$ cat src/rtl/program_counter_stack.sv
// SAP-1 style program counter with count/jump/call/return and a hardware return-address stack.
// Optional build macro PC_TRISTATE_EN: Out floats to 'z when Ep is low (default build drives 0).
module program_counter_stack #(
    parameter int unsigned ADDR_W      = 4,
    parameter int unsigned STACK_DEPTH = 4,
    parameter int unsigned RESET_ADDR  = 0
) (
    input  logic                             CLK,
    input  logic                             CLR_n,
    input  logic                             Cp,
    input  logic                             Ej,
    input  logic                             Ec,
    input  logic                             Er,
    input  logic                             Ep,
    input  logic [ADDR_W-1:0]                Addr,
    output logic [ADDR_W-1:0]                Out,
    output logic [ADDR_W-1:0]                Pc,
    output logic [$clog2(STACK_DEPTH+1)-1:0] Level,
    output logic                             Full,
    output logic                             Empty,
    output logic                             Err
);

    localparam int unsigned LVL_W = $clog2(STACK_DEPTH + 1);
    localparam int unsigned IDX_W = (STACK_DEPTH > 1) ? $clog2(STACK_DEPTH) : 1;

    logic [ADDR_W-1:0] pc;
    logic [ADDR_W-1:0] pc_nxt;
    logic [ADDR_W-1:0] pc_inc;
    logic [LVL_W-1:0]  level;
    logic [LVL_W-1:0]  level_nxt;
    logic              err;
    logic              err_nxt;
    logic              push;
    logic              is_full;
    logic              is_empty;
    logic [ADDR_W-1:0] stack [STACK_DEPTH];

    assign pc_inc   = pc + ADDR_W'(1);
    assign is_full  = (level == LVL_W'(STACK_DEPTH));
    assign is_empty = (level == '0);

    // Next-state: one action per cycle, priority Er > Ec > Ej > Cp.
    always_comb begin
        pc_nxt    = pc;
        level_nxt = level;
        err_nxt   = err;
        push      = 1'b0;
        if (Er) begin
            if (is_empty) begin
                err_nxt = 1'b1;
            end else begin
                pc_nxt    = stack[IDX_W'(level - LVL_W'(1))];
                level_nxt = level - LVL_W'(1);
            end
        end else if (Ec) begin
            if (is_full) begin
                err_nxt = 1'b1;
            end else begin
                push      = 1'b1;
                pc_nxt    = Addr;
                level_nxt = level + LVL_W'(1);
            end
        end else if (Ej) begin
            pc_nxt = Addr;
        end else if (Cp) begin
            pc_nxt = pc_inc;
        end
    end

    always_ff @(posedge CLK or negedge CLR_n) begin
        if (!CLR_n) begin
            pc    <= ADDR_W'(RESET_ADDR);
            level <= '0;
            err   <= 1'b0;
        end else begin
            pc    <= pc_nxt;
            level <= level_nxt;
            err   <= err_nxt;
        end
    end

    // Stack contents are don't-care after reset, so the storage carries no reset.
    always_ff @(posedge CLK) begin
        if (push) begin
            stack[IDX_W'(level)] <= pc_inc;
        end
    end

    assign Pc    = pc;
    assign Level = level;
    assign Full  = is_full;
    assign Empty = is_empty;
    assign Err   = err;

`ifdef PC_TRISTATE_EN
    assign Out = Ep ? pc : {ADDR_W{1'bz}};
`else
    assign Out = Ep ? pc : '0;
`endif

endmodule

$ cat config.mk
export PLATFORM = sky130hd
export DESIGN_NAME = program_counter_stack
export DESIGN_NICKNAME = d
export VERILOG_FILES = /design/src/rtl/program_counter_stack.sv
export SDC_FILE = /design/constraint.sdc
export NUM_CORES = 1
export LEC_CHECK = 0
export CORE_MARGIN = 4
export CORE_UTILIZATION = 50
export CTS_CLUSTER_SIZE = 30
export DETAILED_ROUTE_END_ITERATION = 10
export GPL_TIMING_DRIVEN = 0
export PLACE_DENSITY = 0.78
export SLEW_MARGIN = 15
export SYNTH_ARGS = -nofsm -noshare
export SYNTH_HDL_FRONTEND = slang
export SYNTH_SLANG_ARGS = --single-unit
export TNS_END_PERCENT = 50
$ cat constraint.sdc
create_clock -name CLK -period 2.3 [get_ports CLK]
set_input_delay 0.46 -clock CLK [delete_from_list [all_inputs] [get_ports CLK]]
set_output_delay 0.46 -clock CLK [all_outputs]
set_load 0.05 [all_outputs]
[After elaboration in Yosys (flattened, before gate mapping)]
Memories as Yosys holds them, arrays and structs flattened.
Index checks and enable logic that the tools add are counted.
Widths: inputs -> output; s select.
Word-level totals
  register bits after elaboration: 8
  bits in latches: 0
  bits in writable memories: 16
  bits in read-only memories: 0
  bits of input ports: 11
  output and inout bits: 14
  word-level logic and storage cells: 39
  memories kept: 1
Memories
  stack: depth 4, bits a word 4, rd ports 1, clocked after Yosys merged registers in 0, write ports 1, RTL line 37  | logic [ADDR_W-1:0] stack [STACK_DEPTH];
Cells by class
  add/subtract/negate cells: 3
  $mul: 0
  divide/modulo/power cells: 0
  magnitude comparators: 0
  equality and inequality tests: 5
  shift-type cells: 0
  mux-type cells: 20
  bitwise gates (word level): 0
  reductions and logical operators: 7
Operator list (count)
  $mux 4: 7
  $mux 3: 4
  $mux 1: 9
  $reduce_and 3->1: 3
  $add 4x1->4 const B: 1
  $ne 2x2->1 const B: 2
  $reduce_bool 2->1: 2
  $reduce_bool 4->1: 1
  $add 3x1->3 const B: 1
  $eq 3x3->1 const B: 1
  $logic_not 3->1: 1
  $ne 3x3->1 const B: 1
  $sub 3x1->3 const B: 1
  $ne 2x1->1 const B: 1

[Logic depth before layout (Yosys ltp)]
Gate-level depths: netlist of the first run.
  depth after elaboration: 6
  mapped depth: 8
  mapped depth without buffers: 7

[Worst setup path before layout of the first run]
Ideal clock, no wire load.
  path type: flip-flop to flip-flop
  start point: reg level[0], in the netlist Level[0]
  end point: reg pc[1], in the netlist Pc[1]
  library setup time: 0.125 ns
  arrival: 2.197 ns
  required time: 2.175 ns
  slack: -0.022 ns
  stages on the path, launching flop included: 9
  path buffers: 2
  clock period less this slack: 2.322 ns
  path through: dfrtp_1 > buf_6 > inv_1 > ha_1 > and2_1 > buf_4 > a21o_1 > o21ai_4 > mux2_4
Between the ends
  elaborated cells on any way between the ends: 9
  classes of those cells: add/sub: 1; eq/ne: 3; mux: 2; reduce/logical: 2; memory: 1
RTL lines
  start: declaration: RTL line 30  | logic [LVL_W-1:0] level;
  start signal: assignment: RTL line 78  | level <= level_nxt;
  $eq 3x3->1: RTL line 40  | assign is_full = (level == LVL_W'(STACK_DEPTH));
  named net Full: RTL line 19  | output logic Full,
  $ne 3x3->1 (no source line)
  $reduce_and 3->1 (no source line)
  end signal: assignment: RTL line 73  | pc <= ADDR_W'(RESET_ADDR);
  end signal: assignment: RTL line 77  | pc <= pc_nxt;
  end: declaration: RTL line 27  | logic [ADDR_W-1:0] pc;
The timed path passes the listed nets, and every way through them passes these cells. The select of a mux whose other input is x is not followed.
A chain may end at the register's enable or synchronous reset.

[Final worst setup path of the first run]
  start point: reg level[0], in the netlist Level[0]
  end point: out Full
Between the ends
  word-level cells in the longest chain between the ends: 1
RTL lines (RTL line)
  $eq 3x3->1: 40
  end: declaration: 19
Every way passes these cells.

==> flow_metrics.tcl, run 1 <==
set metrics [dict create \
    ys.flop_type "edfxtp_1" \
    mappedNetlistArea_um2 1277 \
    clk_latency_ns 0.32 \
    antenna_found_initial 0 \
    finalHoldViolCount 0 \
    worstHoldPathType "in -> async" \
    wire_per_inst_um 16.26 \
    reg2reg_to "Pc[2]" \
    timing.rr.start "Level[0]" \
    outcome "finished clean" \
    diodes 0 \
    critical_path_peak_fanout 6 \
    drc_errors 0 \
    cp-end-kind "output port" \
    cts.sinks 24 \
    fp.dieW_um 58.55 \
    clk_pin_slew_worst_paths_ns 0.14 \
    p_leak_uw 0.0006479 \
    max_slew_margin_pct 67.07 \
    grt_overflow 0 \
    synthArstFlopShare_pct 33.33 \
    ir_drop_v 0.0009353 \
    rsz0062_at_grt "no" \
    synth_seq_cells 24 \
    grt_pass1_wl_mm 4.160 \
    grt_max_degree 15 \
    yosys-top-cells-count "edfxtp_1, nor2_1, and2_1, dfrtp_1, ha_1" \
    h-tree-depth 1 \
    critical_path_arrival_ns 1.71 \
    setup_ws_ns 0.1329 \
    io_buffers 23 \
    drv_slew 0 \
    crit_required_ns 1.84 \
    initial_core_util_pct 52.04 \
    drive_above_1_share_pct 16.00 \
    worst_slew_pin_slew_ns 0.4925 \
    gp_congestion 0.8447 \
    synth.most_common_cell "edfxtp_1" \
    cts_hold_buf 0 \
    setup_viol 0 \
    crit_type "reg -> out" \
    yosys_warnings 0 \
    nets 143 \
    area_growth_pct 24.88 \
    coreArea_um2 2455 \
    synth_edf_count 16 \
    syn_inst 98 \
    power_density_nw_per_um2 1433 \
    io_pins 25 \
    drv_cap 0 \
    postCtsSetupBuffers 0 \
    ys_types 34 \
    regToRegSetupSlack_ns 0.29 \
    yosysTopAreaCell "edfxtp_1" \
    worst_setup_path_start_kind "flop" \
    avgSynthCellArea_um2 13.04 \
    viasPerCell 5.484 \
    rows 18 \
    grt_pass1_vias 856 \
    routed_wl_mm 2.520 \
    clock.fmax_mhz 461.5 \
    fin_skew_ns 0.009272 \
    seq_area_frac_synth_pct 53.28 \
    die_h_um 58.55 \
    dp_slack_ns -0.1615 \
    synthesis.nets 115 \
    num_vias 850 \
    cts_tree "built" \
    fin_crit_sh_pct 94.22 \
    synth_top_area_share_pct 37.61 \
    cts_buffers 3 \
    grt_util_all_layers_pct 16.31 \
    die_area_um2 3428 \
    dr.pass1.iters 4 \
    place_hpwl_mm 1.943 \
    r2r_cells 8 \
    yosys-top-cells-area "edfxtp_1, dfrtp_1, ha_1" \
    cts-root-buf "clkbuf_4" \
    power_uw 2286 \
    clock_path_buffers 2 \
    period_needed_ns 2.167 \
    ant_nets 0 \
    drt_iter0_drc 25 \
]
## cell usage in the layout (no fill, tap or decap), types with 2 or more instances in the layout
cell,instances
clkdlybuf4s50_1,17
edfxtp_1,16
nor2_1,11
and2_1,8
dfrtp_1,7
ha_1,5
inv_1,4
mux2i_1,4
dlygate4sd2_1,4
a21o_1,3
nand2_1,3
o21ai_1,3
clkbuf_4,3
nand3_1,2
xnor2_1,2
buf_6,2
buf_4,2
nand2b_1,2
nor3_1,2
mux4_1,2
mux4_2,2
mux2_4,2
o21ai_0,2
## timing repair
item | CTS | global route
hold endpoints to repair | 0 | 0
resized for setup | 15 | 4
setup endpoints to repair | 6 | 2
## how the worst max path moves through the flow
stage	startpoint	end	slack (ns)
floorplan	Level[1]	Pc[1]	0.06
global placement	Level[0]	Full	-0.12
detailed placement	Level[0]	Full	-0.16
CTS	Level[0]	Empty	0.04
global route	Level[0]	Empty	0.01
finish	Level[0]	Full	0.13
## per-stage QoR
| stage | std cells | hold WS, ns | setup TNS, ns | instance area [um2] | utilization, % |
|---|---|---|---|---|---|
| after floorplan | 98 | 0.1644 | 0 | 1279 | - |
| after global placement | 151 | 0.4388 | -0.3299 | 1546 | 63.00 |
| after detailed placement | 151 | 0.4505 | -0.4756 | 1546 | 63.00 |
| after CTS | 155 | 0.4099 | 0 | 1587 | 64.63 |
| after global routing | 155 | 0.4209 | 0 | 1595 | 64.98 |
| final | 155 | 0.4001 | 0 | 1595 | 64.98 |
## logic make-up (layout without fill, tap and decap cells)
family	count (synthesis)	in the layout	synth area share (%)
AND/OR/NAND/NOR	31	31	12.24
flip-flops	24	24	53.28
AO/OA/AOI/OAI	16	16	9.990
multiplexers	10	10	13.12
buffers and inverters	8	35	3.427
adder cells (fa/ha/maj)	6	6	5.876
XOR/XNOR	3	3	2.057
## metal layers
metal,GRT usage [%],vias to the layer above,share of wire [%]
met3,4.386,3,6.5
met5,0,-,0
met2,27.43,24,50
met4,2.980,0,0.79
met1,21.35,409,43
li1,-,414,-
## state kept, by name (all words and copies together) (netlist names)
name,cells
Err,1
Level,3
Pc,4
stack,16
## power breakdown
part | internal [uW] | total (uW) | switching, uW
Clock | 176 | 309 | 132
Sequential | 648 | 753 | 106
Combinational | 481 | 1220 | 742
## cell type report
cell class,instances,area (um2)
clock buffers,3,22.52
plain buffers,3,23.77
repair buffers,23,224.0
multi-input cells,66,555.5
fillers,203,859.6
inverters,5,20.02
well taps,30,37.54
clock inverters,1,30.03
flip-flops and latches,24,681.9
## worst max-delay path, stage by stage (launching register included)
cell     delay [ns]
dfrtp_2        0.46
buf_6          0.15
inv_1          0.11
ha_2           0.23
and2_1         0.13
buf_4          0.14
buf_6          0.16
Note: power is estimated with default switching activity, not from simulation.
==> run 2, diff against run 1 <==
--- a/config.mk
+++ b/config.mk
@@ -9,7 +9,6 @@
 export CORE_UTILIZATION = 50
 export CTS_CLUSTER_SIZE = 30
 export DETAILED_ROUTE_END_ITERATION = 10
-export GPL_TIMING_DRIVEN = 0
 export PLACE_DENSITY = 0.78
 export SLEW_MARGIN = 15
 export SYNTH_ARGS = -nofsm -noshare
==> run 2 against run 1 <==
  * Maximum frequency is 0.55% higher
  * Cell area is 4.2% higher
  * Clock power hardly changed
  * Utilization is 2.7 points higher
  * Count of clock-buffer cells in the layout stayed put
  * Non-clock buffer count stayed put
  * Largest power group unchanged
==> flow_metrics.tcl, run 2 (synthesis results as in run 1) <==
set metrics [dict create \
    outcome "finished clean" \
    grt_pass1_vias 949 \
    crit_path_start "Level[0]" \
    worst_setup_path_start_kind "flop" \
    gp_congestion 0.7762 \
    final_cell_mix "clkdlybuf4s50_1, edfxtp_1, nor2_1, dfrtp_1, and2_1" \
    regToRegSetupSlack_ns 0.30 \
    layout_commonest_cell "clkdlybuf4s50_1" \
    die_h_um 58.55 \
    rows 18 \
    finalHoldViolCount 0 \
    timing.rr.start "Level[1]" \
    worst_slew_pin_slew_ns 0.5062 \
    cts_tree "built" \
    grt_util_all_layers_pct 18.06 \
    ir_drop_v 0.0008812 \
    initial_core_util_pct 52.04 \
    routed_wl_mm 2.702 \
    critical_path_arrival_ns 1.70 \
    place_hpwl_mm 1.975 \
    critical_path_peak_fanout 8 \
    clock_path_buffers 2 \
    r2r_cells 6 \
    nets 143 \
    largest_reg_flops 16 \
    timing.hold.ws_ns 0.4053 \
    h-tree-depth 1 \
    clk_latency_ns 0.32 \
    grt_pass1_wl_mm 4.588 \
    crit_required_ns 1.84 \
    drive_above_1_share_pct 18.40 \
    setup_ws_ns 0.1447 \
    die_area_um2 3428 \
    num_vias 864 \
    grt_max_degree 15 \
    p_leak_uw 0.0006621 \
    io_buffers 24 \
    cts.sinks 24 \
    drc_errors 0 \
    diodes 0 \
    cts_buffers 3 \
    ant_nets 0 \
    fin_crit_sh_pct 93.71 \
    cts-root-buf "clkbuf_4" \
    dr.pass1.iters 4 \
    drv_slew 0 \
    viasPerCell 5.574 \
    grt_overflow 0 \
    area_growth_pct 30.07 \
    period_needed_ns 2.155 \
    wire_per_inst_um 17.43 \
    drt_iter0_drc 28 \
    fin_skew_ns 0.01097 \
    postCtsSetupBuffers 0 \
    max_slew_margin_pct 66.15 \
    cp-end-kind "output port" \
    clock.fmax_mhz 464.0 \
    worstHoldPathType "in -> async" \
    antenna_found_initial 0 \
    fp.dieW_um 58.55 \
    regMostFlops "stack" \
    reg2reg_to "Pc[2]" \
    tns_ns 0 \
    power_density_nw_per_um2 1431 \
    clk_pin_slew_worst_paths_ns 0.14 \
    coreArea_um2 2455 \
    io_pins 25 \
    drv_cap 0 \
    crit_type "reg -> out" \
    setup_viol 0 \
    rsz0062_at_grt "no" \
    dp_slack_ns 0.2331 \
]
[run 2: worst max-delay path: stages, from the launching register on]
cell	delay (ns)
dfrtp_2	0.38
buf_4	0.17
clkdlybuf4s50_1	0.82
[run 2: timing repair]
action                                 4_1_cts  5_1_grt
hold buffers                                 0        0
gates resized for setup                      0        1
setup endpoints to repair                    0        1
endpoints found under the hold margin        0        0
[run 2: metal layers]
metal	global-route usage, %	vias to the layer above	wire length, um
li1	-	411	-
met1	22.43	414	1168
met2	29.19	29	1307
met3	5.044	10	149
met4	8.278	0	76
met5	0	-	0
[run 2: area by class of cell]
| type | instances | area (um2) |
|---|---|---|
| inverters | 5 | 20.02 |
| multi-input cells | 66 | 554.3 |
| fillers | 182 | 793.3 |
| well taps | 30 | 37.54 |
| repair buffers | 26 | 315.3 |
| clock buffers | 3 | 22.52 |
| clock inverters | 1 | 30.03 |
| flip-flops and latches | 24 | 681.9 |
[run 2: report_power, final]
group / internal, uW / leakage, uW / switching (uW)
sequential: 647 / 0.000234 / 101
clock: 176 / 0.0000279 / 131
combinational: 548 / 0.000400 / 775
total: 1370 / 0.000662 / 1010
[run 2: how the worst max path moves through the flow]
stage	endpoint	slack [ns]	depth (start not counted)
6_report	Level[0]	0.14	2
5_1_grt	Level[2]	0.06	1
4_1_cts	Full	0.14	4
3_5_place_dp	stack[1][2]	0.23	4
3_3_place_gp	stack[1][2]	0.33	4
2_1_floorplan	Pc[1]	0.06	7
[run 2: metrics by stage]
step | total power [uW] | instance area [um2] | instances | util, %
finish | 2378 | 1662 | 155 | 67.69
CTS | 2388 | 1660 | 155 | 67.64
floorplan | 1625 | 1279 | 98 | -
detailed placement | 2068 | 1608 | 151 | 65.49
global route | 2513 | 1662 | 155 | 67.69
global placement | 2048 | 1608 | 151 | 65.49
